--- src/rtl/axi4s_upsizer.sv ---
// Packs RATIO narrow AXI4-Stream beats into one wide beat (slot 0 = first beat); tlast closes early.
// Latency: wide beat valid one cycle after the closing narrow beat is accepted.
// Backpressure: s_axis_tready drops only while a completed wide beat waits for m_axis_tready.
module axi4s_upsizer #(
  parameter int S_TDATA_WIDTH = 8,
  parameter int RATIO         = 4,
  parameter int TUSER_WIDTH   = 1,
  parameter int TDEST_WIDTH   = 1,
  parameter int TID_WIDTH     = 1
) (
  input  logic                             aclk,
  input  logic                             aresetn,
  input  logic                             s_axis_tvalid,
  output logic                             s_axis_tready,
  input  logic [S_TDATA_WIDTH-1:0]         s_axis_tdata,
  input  logic [S_TDATA_WIDTH/8-1:0]       s_axis_tkeep,
  input  logic [S_TDATA_WIDTH/8-1:0]       s_axis_tstrb,
  input  logic [TUSER_WIDTH-1:0]           s_axis_tuser,
  input  logic [TDEST_WIDTH-1:0]           s_axis_tdest,
  input  logic [TID_WIDTH-1:0]             s_axis_tid,
  input  logic                             s_axis_tlast,
  output logic                             m_axis_tvalid,
  input  logic                             m_axis_tready,
  output logic [S_TDATA_WIDTH*RATIO-1:0]   m_axis_tdata,
  output logic [S_TDATA_WIDTH/8*RATIO-1:0] m_axis_tkeep,
  output logic [S_TDATA_WIDTH/8*RATIO-1:0] m_axis_tstrb,
  output logic [TUSER_WIDTH*RATIO-1:0]     m_axis_tuser,
  output logic [TDEST_WIDTH-1:0]           m_axis_tdest,
  output logic [TID_WIDTH-1:0]             m_axis_tid,
  output logic                             m_axis_tlast,
  output logic                             id_err
);

  localparam int SW = S_TDATA_WIDTH;
  localparam int SK = S_TDATA_WIDTH / 8;
  localparam int MW = SW * RATIO;
  localparam int MK = SK * RATIO;
  localparam int UW = TUSER_WIDTH * RATIO;
  localparam int CW = $clog2(RATIO);

  logic [CW-1:0] cnt;
  logic          s_hs;
  logic          m_hs;
  logic          close_word;

  assign s_axis_tready = !m_axis_tvalid || m_axis_tready;
  assign s_hs          = s_axis_tvalid && s_axis_tready;
  assign m_hs          = m_axis_tvalid && m_axis_tready;
  assign close_word    = (cnt == CW'(RATIO - 1)) || s_axis_tlast;

  // The accumulator is also the output register: while cnt != 0 no wide beat is pending.
  always_ff @(posedge aclk or negedge aresetn) begin
    if (!aresetn) begin
      cnt           <= '0;
      m_axis_tvalid <= 1'b0;
      m_axis_tdata  <= '0;
      m_axis_tkeep  <= '0;
      m_axis_tstrb  <= '0;
      m_axis_tuser  <= '0;
      m_axis_tdest  <= '0;
      m_axis_tid    <= '0;
      m_axis_tlast  <= 1'b0;
      id_err        <= 1'b0;
    end else begin
      id_err <= 1'b0;
      if (m_hs) begin
        m_axis_tvalid <= 1'b0;
      end
      if (s_hs) begin
        if (cnt == '0) begin
          // Fresh word: slot 0 takes the beat, every other slot is cleared.
          m_axis_tdata <= MW'(s_axis_tdata);
          m_axis_tkeep <= MK'(s_axis_tkeep);
          m_axis_tstrb <= MK'(s_axis_tstrb);
          m_axis_tuser <= UW'(s_axis_tuser);
          m_axis_tdest <= s_axis_tdest;
          m_axis_tid   <= s_axis_tid;
        end else begin
          for (int k = 1; k < RATIO; k++) begin
            if (cnt == CW'(k)) begin
              m_axis_tdata[k*SW +: SW]                   <= s_axis_tdata;
              m_axis_tkeep[k*SK +: SK]                   <= s_axis_tkeep;
              m_axis_tstrb[k*SK +: SK]                   <= s_axis_tstrb;
              m_axis_tuser[k*TUSER_WIDTH +: TUSER_WIDTH] <= s_axis_tuser;
            end
          end
          id_err <= (s_axis_tdest != m_axis_tdest) || (s_axis_tid != m_axis_tid);
        end
        if (close_word) begin
          m_axis_tvalid <= 1'b1;
          m_axis_tlast  <= s_axis_tlast;
          cnt           <= '0;
        end else begin
          cnt <= cnt + 1'b1;
        end
      end
    end
  end

endmodule

--- config.mk ---
export PLATFORM = sky130hd
export DESIGN_NAME = axi4s_upsizer
export DESIGN_NICKNAME = d
export VERILOG_FILES = /design/src/rtl/axi4s_upsizer.sv
export SDC_FILE = /design/constraint.sdc
export NUM_CORES = 1
export LEC_CHECK = 0
export CORE_UTILIZATION = 49
export DETAILED_ROUTE_END_ITERATION = 12
export PLACE_DENSITY = 0.84
export SYNTH_ARGS = -nofsm -noshare
export SYNTH_HDL_FRONTEND = slang
export SYNTH_SLANG_ARGS = --single-unit
--- constraint.sdc ---
create_clock -name aclk -period 3 [get_ports aclk]
set_input_delay 0.3 -clock aclk [delete_from_list [all_inputs] [get_ports aclk]]
set_output_delay 0.3 -clock aclk [all_outputs]
set_load 0.05 [all_outputs]
# After elaboration in Yosys (flattened, before gate mapping)
# Index checks and enable logic that the tools add are counted.
[totals] reg_bits=51 latchBits=0 ram_bits=0 mem_bits_ro=0 in_bits=18 out_inout_bits=50 elab_cells=65 n_memories=0
[classes] n_addsub=1 multipliers=0 div_mod_pow=0 n_lt_le_gt_ge=0 eq_ne=5 n_shift=0 mux=22 bitwise=0 n_reduce_logical=15
[ops] op="$mux W24" count=1
[ops] op="$mux W8" count=3
[ops] op="$mux W1" count=14
[ops] op="$reduce_and A2 Y1" count=5
[ops] op="$mux W3" count=3
[ops] op="$reduce_bool A2 Y1" count=3
[ops] op="$eq A2 B2 Y1 const B" count=2
[ops] op="$logic_or A1 B1 Y1" count=3
[ops] op="$add A2 B1 Y2 const B" count=1
[ops] op="$eq A2 B1 Y1 const B" count=1
[ops] op="$logic_and A1 B1 Y1" count=2
[ops] op="$logic_not A2 Y1" count=1
[ops] op="$mux W2" count=1
[ops] op="$ne A1 B1 Y1" count=2
[ops] op="$logic_not A1 Y1" count=1

# Logic depth before layout (Yosys ltp)
# Gate-level depths: netlist of run 1.
[depth] depth_word=4 depth_mapped=5 ltp_nobuf=4

# Worst setup path before layout of run 1
# OpenSTA, ideal clock, no wires.
[synth_timing] path_type="register to register" start="reg m_axis_tvalid" end="reg m_axis_tdata[2]" arrival_ps=1713 required_time_ps=2875 setup_slack_ps=1162 stages_incl_launch_ff=6 path_buffers=1 period_less_slack_ps=1838 path_cell_list="dfrtp_1 nor2b_4 inv_2 nand3_2 buf_2 mux2_2"
[synth_via] elab_chain_cells=4
[synth_lines] element="start, declared" line_no="22" rtl="output logic m_axis_tvalid,"
[synth_lines] element="start signal, assigned" line_no="55" rtl="m_axis_tvalid <= 1'b0;"
[synth_lines] element="start signal, assigned" line_no="67" rtl="m_axis_tvalid <= 1'b0;"
[synth_lines] element="start signal, assigned" line_no="90" rtl="m_axis_tvalid <= 1'b1;"
[synth_lines] element="$logic_not A1 Y1" line_no="46" rtl="assign s_axis_tready = !m_axis_tvalid || m_axis_tready;"
[synth_lines] element="$logic_or A1 B1 Y1" line_no="46"
[synth_lines] element="net s_axis_tready" line_no="14" rtl="output logic s_axis_tready,"
[synth_lines] element="$logic_and A1 B1 Y1" line_no="47" rtl="assign s_hs = s_axis_tvalid && s_axis_tready;"
[synth_lines] element="$reduce_and A2 Y1 (no line)"
[synth_lines] element="end signal, assigned" line_no="72" rtl="m_axis_tdata <= MW'(s_axis_tdata);"
[synth_lines] element="end signal, assigned by index" line_no="81" rtl="m_axis_tdata[k*SW +: SW] <= s_axis_tdata;"
[synth_lines] element="end, declared" line_no="24" rtl="output logic [S_TDATA_WIDTH*RATIO-1:0] m_axis_tdata,"
# The timed path passes the listed nets, and every way through them passes these cells.
# A chain may end at the register's enable or synchronous reset.

# Worst setup path in the final report of run 1
[layout_timing] start="in m_axis_tready" end="out s_axis_tready"
[layout_via] elab_chain_cells=1
[layout_lines] element="start, declared" line_no="23" rtl="input logic m_axis_tready,"
[layout_lines] element="$logic_or A1 B1 Y1" line_no="46"
[layout_lines] element="end, declared" line_no="14"
# Every way passes these cells.

==> results of run 1 <==
## area by class of cell
type / instances / area share
multi-input cells: 80 / 0.265
repair buffers: 71 / 0.236
clock buffers: 6 / 0.0280
well taps: 50 / 0.0212
clock inverters: 2 / 0.0119
flip-flops and latches: 51 / 0.433
inverters: 4 / 0.00509
## state kept, by name, indices dropped and copies added, names as in the netlist
signal         count
id_err             1
m_axis_tkeep       4
m_axis_tid         1
m_axis_tuser       4
m_axis_tlast       1
cnt                2
m_axis_tdest       1
m_axis_tvalid      1
m_axis_tdata      32
m_axis_tstrb       4
## kinds of logic after synthesis
| group | Yosys count | synth area share |
|---|---|---|
| XOR/XNOR | 2 | 0.00833 |
| AO/OA/AOI/OAI | 7 | 0.0226 |
| buffers and inverters | 9 | 0.0220 |
| AND/OR/NAND/NOR | 19 | 0.0589 |
| flip-flops | 51 | 0.607 |
| multiplexers | 47 | 0.252 |
| adder cells (fa/ha/maj) | 5 | 0.0297 |
## cells in the final DEF, fill, tap and decap left out
master	netlist	layout
nor2b_1	11	11
ha_1	5	5
dfrtp_1	51	51
clkdlybuf4s50_1	0	66
mux2_2	47	47
inv_1	2	2
clkinv_2	0	1
nor2_1	1	1
o211ai_1	2	2
clkbuf_8	0	6
bufinv_16	0	1
nand3_1	1	1
xnor2_1	2	2
buf_2	1	1
nand2_1	2	2
nand3_2	1	1
o21ai_0	3	3
a32o_1	1	1
buf_4	3	4
inv_2	2	2
nor2b_4	1	1
a211oi_1	1	1
nor3_2	1	1
nor3_1	1	1
## path summary, 6_finish.rpt
| kind | to | from | slack (ns) |
|---|---|---|---|
| setup / recovery | s_axis_tready | m_axis_tready | 0.87 |
| hold / removal | id_err | aresetn | 0.20 |
| setup reg to reg | m_axis_tstrb[1] | cnt[0] | 0.99 |
| hold reg to reg | m_axis_tlast | m_axis_tlast | 0.51 |
| max in group asynchronous | m_axis_tdata[5] | aresetn | 2.12 |
| min in group aclk | m_axis_tlast | m_axis_tlast | 0.51 |
## per-stage QoR
step	utilization	area [um2]	setup slack (ns)	total power, mW
6_report	0.726	2950	0.874	3.74
5_1_grt	0.726	2950	0.836	3.90
4_1_cts	0.726	2950	0.877	3.77
3_5_place_dp	0.698	2830	0.876	3.28
3_3_place_gp	0.698	2830	0.907	3.22
2_1_floorplan	-	2100	1.16	2.54
## layer usage
metal / vias up / track usage / part of all wire
li1: 629 / - / -
met1: 688 / 0.260 / 0.41
met2: 32 / 0.385 / 0.54
met3: 6 / 0.0422 / 0.029
met4: 0 / 0.0718 / 0.014
met5: - / 0 / 0
## critical path, cell delays in order
cell	delay [ns]
clkdlybuf4s50_1	0.51
nor2b_4	0.06
inv_2	0.13
clkdlybuf4s50_1	0.83
## power breakdown
| group | internal [mW] | leakage [nW] | switching [mW] |
|---|---|---|---|
| registers | 0.962 | 0.643 | 0.154 |
| clock network | 0.270 | 0.0612 | 0.223 |
| logic | 0.787 | 0.601 | 1.34 |
| total | 2.02 | 1.30 | 1.72 |
==> impl_metrics.yaml, run 1 <==
synth:
  post_synth.cell_area_avg_um2: 15.0
  synthDominantAreaCellType: "dfrtp_1"
  postSynthRegisterBits: 51
  ys.flop_type: "dfrtp_1"
  top_cell_types_by_occurrence_after_synthesis: "51 x dfrtp_1, 47 x mux2_2, 11 x nor2b_1"
  ys_seq_area_frac: 0.607
  synth.most_common_cell: "dfrtp_1"
  synth_enable_flop_cells: 0
  cell_area_after_synthesis_mm2: 0.00210
  total_nets_after_synthesis: 163
  synth-async-reset-ratio: 1.00
  postSynthCellCount: 140
  synthDistinctLibCells: 21
  yosysTopAreaCellShare: 0.607
  synthTopCellsByArea: "dfrtp_1 61%, mux2_2 25%, nor2b_1 3.3%"
  ys_warn_count: 0
placement:
  hpwlAfterDp_mm: 3.24
  placed_cells: 256
  gp_routability_congestion: 0.803
  io_buffer_count: 67
sta:
  slew_violations: 0
  period_share: 0.709
  grt_setup_unrepaired: "false"
  finalHoldViolations: 0
  maxSlewHeadroom: 0.257
  worst_clock_skew_ns: 0.00480
  maxClockFrequency_mhz: 470
  final.setup.tns_ns: 0
  worst_slew_pin_slew_ns: 1.11
  fin_crit_ns: 2.13
  timing.final.setup_violations: 0
  hold_worst_slack_ns: 0.202
clocking:
  worstSkewPairLatency_ns: 0.30
  tritoncts.num_buffers: 5
  cts-hold-fix-buffers: 0
  cts_tree: "done"
  post_cts_repair_resize_count: 0
  cts.sinks: 51
  cts.root.buffer_cell: "clkbuf_8"
  ctsHtreeMaxLevel: 2
  clk_path_buf_depth: 2
  clk_pin_slew_ns: 0.09
  cts_setup_buffers: 0
global_routing:
  grt_pass1_vias: 1433
  grt_max_degree: 52
  grt_first_pass_wirelength_mm: 7.00
  overflow: 0
  groute.usage.overall: 0.217
  grt_antenna_before_repair: 0
critical_path:
  worst_setup_path_start_kind: "input port"
  criticalPathCategory: "in -> out"
  worstSetupEndpointType: "output port"
  crit_path_max_fanout: 8
  cp_required_ns: 2.70
  worst-r2r-cell-count: 5
  crit_arrival_ns: 1.83
floorplan:
  die_w_um: 67.5
  dieArea_mm2: 0.00456
  core_area_mm2: 0.00406
  floorplan.initialDensity: 0.518
  die_height_um: 67.5
  std_cell_rows: 23
  pin_count: 68
run:
  cap_violations: 0
route:
  drt_drc_violations_left: 0
  detail_route.wl_per_cell_um: 16.9
  drt-initial-drc-count: 37
  routed_wirelength_mm: 4.47
  postRouteAntennaNets: 0
  vias_per_cell: 5.13
  via_count: 1355
  drt_first_pass_iters: 5
cells_and_area:
  ant_diodes: 0
  multi_input_comb_area_um2: 781
  layout.area.seq_mm2: 0.00128
  drive_above_1_share: 0.304
  final_nets: 236
  layoutNonFillerInstCount: 264
  p_r_area_growth_vs_syn_pct: 40.2
  fillers: 279
outcome:
  status: "finished clean"
power:
  p_leak_nw: 1.30
  power_per_cell_area_mw_per_mm2: 1270
  irDropWorstVdd_mv: 0.623
worst_hold_path:
  hold_path_class: "in -> async"
(Power assumes the default switching activity.)
==> inputs of run 2 (changes only) <==
--- a/config.mk
+++ b/config.mk
@@ -5,9 +5,9 @@
 export SDC_FILE = /design/constraint.sdc
 export NUM_CORES = 1
 export LEC_CHECK = 0
-export CORE_UTILIZATION = 49
+export CORE_UTILIZATION = 45
 export DETAILED_ROUTE_END_ITERATION = 12
-export PLACE_DENSITY = 0.84
+export PLACE_DENSITY = 0.78
 export SYNTH_ARGS = -nofsm -noshare
 export SYNTH_HDL_FRONTEND = slang
 export SYNTH_SLANG_ARGS = --single-unit
==> constraint.sdc (replaced) <==
create_clock -name aclk -period 2.2 [get_ports aclk]
set_input_delay 0.22 -clock aclk [delete_from_list [all_inputs] [get_ports aclk]]
set_output_delay 0.22 -clock aclk [all_outputs]
set_load 0.05 [all_outputs]
==> impl_metrics.yaml, run 2 (synthesis gave the netlist of run 1 again) <==
outcome:
  status: "finished clean"
placement:
  hpwlAfterDp_mm: 3.37
  placed_cells: 259
  gp_routability_congestion: 0.748
  io_buffer_count: 67
sta:
  fin_crit_ns: 1.75
  maxSlewHeadroom: 0.634
  period_share: 0.797
  maxClockFrequency_mhz: 571
  slew_violations: 0
  final.setup.tns_ns: 0
  timing.final.setup_violations: 0
  worst_slew_pin_slew_ns: 0.547
  finalHoldViolations: 0
  worst_clock_skew_ns: 0.00583
  hold_worst_slack_ns: 0.414
  grt_setup_unrepaired: "false"
power:
  comb_power_share: 0.586
  clock_group_share_of_total_power: 0.107
  power_switching_share: 0.470
  p_leak_nw: 1.30
  irDropWorstVdd_mv: 0.951
  internal_pwr_total_mw: 2.64
  report.power.total_mw: 4.98
  power_per_cell_area_mw_per_mm2: 1690
  p_sw_mw: 2.34
  share_seq_of_total_power: 0.306
clocking:
  cts.sinks: 51
  cts_tree: "done"
  worstSkewPairLatency_ns: 0.30
  clk_pin_slew_ns: 0.09
  post_cts_repair_resize_count: 0
  cts.root.buffer_cell: "clkbuf_8"
  ctsHtreeMaxLevel: 2
  clk_path_buf_depth: 2
  cts_setup_buffers: 0
  tritoncts.num_buffers: 5
cells_and_area:
  layout.area.seq_mm2: 0.00128
  p_r_area_growth_vs_syn_pct: 40.2
  largest_register_ff_count: 32
  drive_above_1_share: 0.307
  fillers: 332
  multi_input_comb_area_um2: 781
  final_util: 0.668
  ant_diodes: 0
  final_nets: 238
  layoutNonFillerInstCount: 267
  top_register: "m_axis_tdata"
  most-common-layout-cells: "65 x clkdlybuf4s50_1, 51 x dfrtp_1, 47 x mux2_2"
  most_common_library_cell_in_the_layout_ignoring_fill_and_taps: "clkdlybuf4s50_1"
critical_path:
  cp_required_ns: 2.38
  critPathSlowestCell: "dfrtp_1"
  worst_setup_path_start_kind: "flip-flop"
  critical_path.cell_chain: "inv_1, ha_1, nor3_2, buf_4, mux2_2"
  crit_path_max_fanout: 11
  crit_arrival_ns: 1.93
  crit_path_max_incr_delay_ns: 0.42
  worst-r2r-cell-count: 5
  worstSetupEndpointType: "flip-flop"
  criticalPathCategory: "reg -> reg"
floorplan:
  die_w_um: 70.4
  die_height_um: 70.4
  core_area_mm2: 0.00441
  floorplan.initialDensity: 0.476
  std_cell_rows: 24
  pin_count: 68
  dieArea_mm2: 0.00495
global_routing:
  grt_use_met3: 0.0620
  grtUsageMet1: 0.251
  overflow: 0
  top_usage_layer: "met2"
  groute.usage.overall: 0.207
  grt_max_degree: 32
  grt_first_pass_wirelength_mm: 7.74
  grt_pass1_vias: 1542
  global_route.usage.met2: 0.360
  grt_antenna_before_repair: 0
route:
  postRouteAntennaNets: 0
  via_count: 1370
  routed_wirelength_mm: 4.56
  drt-initial-drc-count: 58
  drt_drc_violations_left: 0
  vias_per_cell: 5.13
  detail_route.wl_per_cell_um: 17.1
  drt_first_pass_iters: 4
worst_hold_path:
  hold_path_class: "in -> async"
run:
  cap_violations: 0
## run 2: worst paths after layout
check                             start          endpoint  slack, ns
setup reg to reg                 cnt[0]  m_axis_tdata[27]       0.45
min in group aclk          m_axis_tlast      m_axis_tlast       0.51
hold / removal                  aresetn  m_axis_tdata[25]       0.41
max in group asynchronous       aresetn   m_axis_tstrb[2]       1.25
hold reg to reg            m_axis_tlast      m_axis_tlast       0.51
setup / recovery                 cnt[0]  m_axis_tdata[27]       0.45
## run 2: through the flow
stage | setup WS (ns) | cell area [um2]
after global placement | 0.405 | 2850
after CTS | 0.416 | 2950
after global routing | 0.345 | 2950
after detailed placement | 0.364 | 2850
after floorplan | 0.362 | 2100
final | 0.447 | 2950
## run 2: timing repair
item / 4_1_cts / 5_1_grt
endpoints found under the hold margin: 20 / 0
setup endpoints to repair: 0 / 0
hold buffers: 1 / 0
## run 2: final cells by class
class	count	area share
clock buffers	6	0.0280
clock inverters	1	0.00170
inverters	4	0.00509
multi-input cells	80	0.265
flip-flops and latches	51	0.433
well taps	52	0.0221
repair buffers	73	0.245
## run 2: layer usage
metal	wire length, um	vias up
li1	-	634
met1	1810	695
met2	2530	35
met3	190	6
met4	28	0
met5	0	-
## run 2: power by group through the flow
stage                     combinational (mW)  sequential [mW]  clock (mW)
after global placement                  2.90             1.52           0
after CTS                               2.95             1.53       0.548
after detailed placement                2.94             1.55           0
after floorplan                        0.676             2.79           0
after global routing                    3.05             1.58       0.595
final                                   2.92             1.53       0.534
## run 2: worst max-delay path, delay by kind of cell, from the launching register on
kind | cells | cell delay [ns]
fa+ha+maj | 1 | 0.34
flops | 1 | 0.42
mux | 1 | 0.36
buf+inv | 2 | 0.35
simple gates | 1 | 0.16
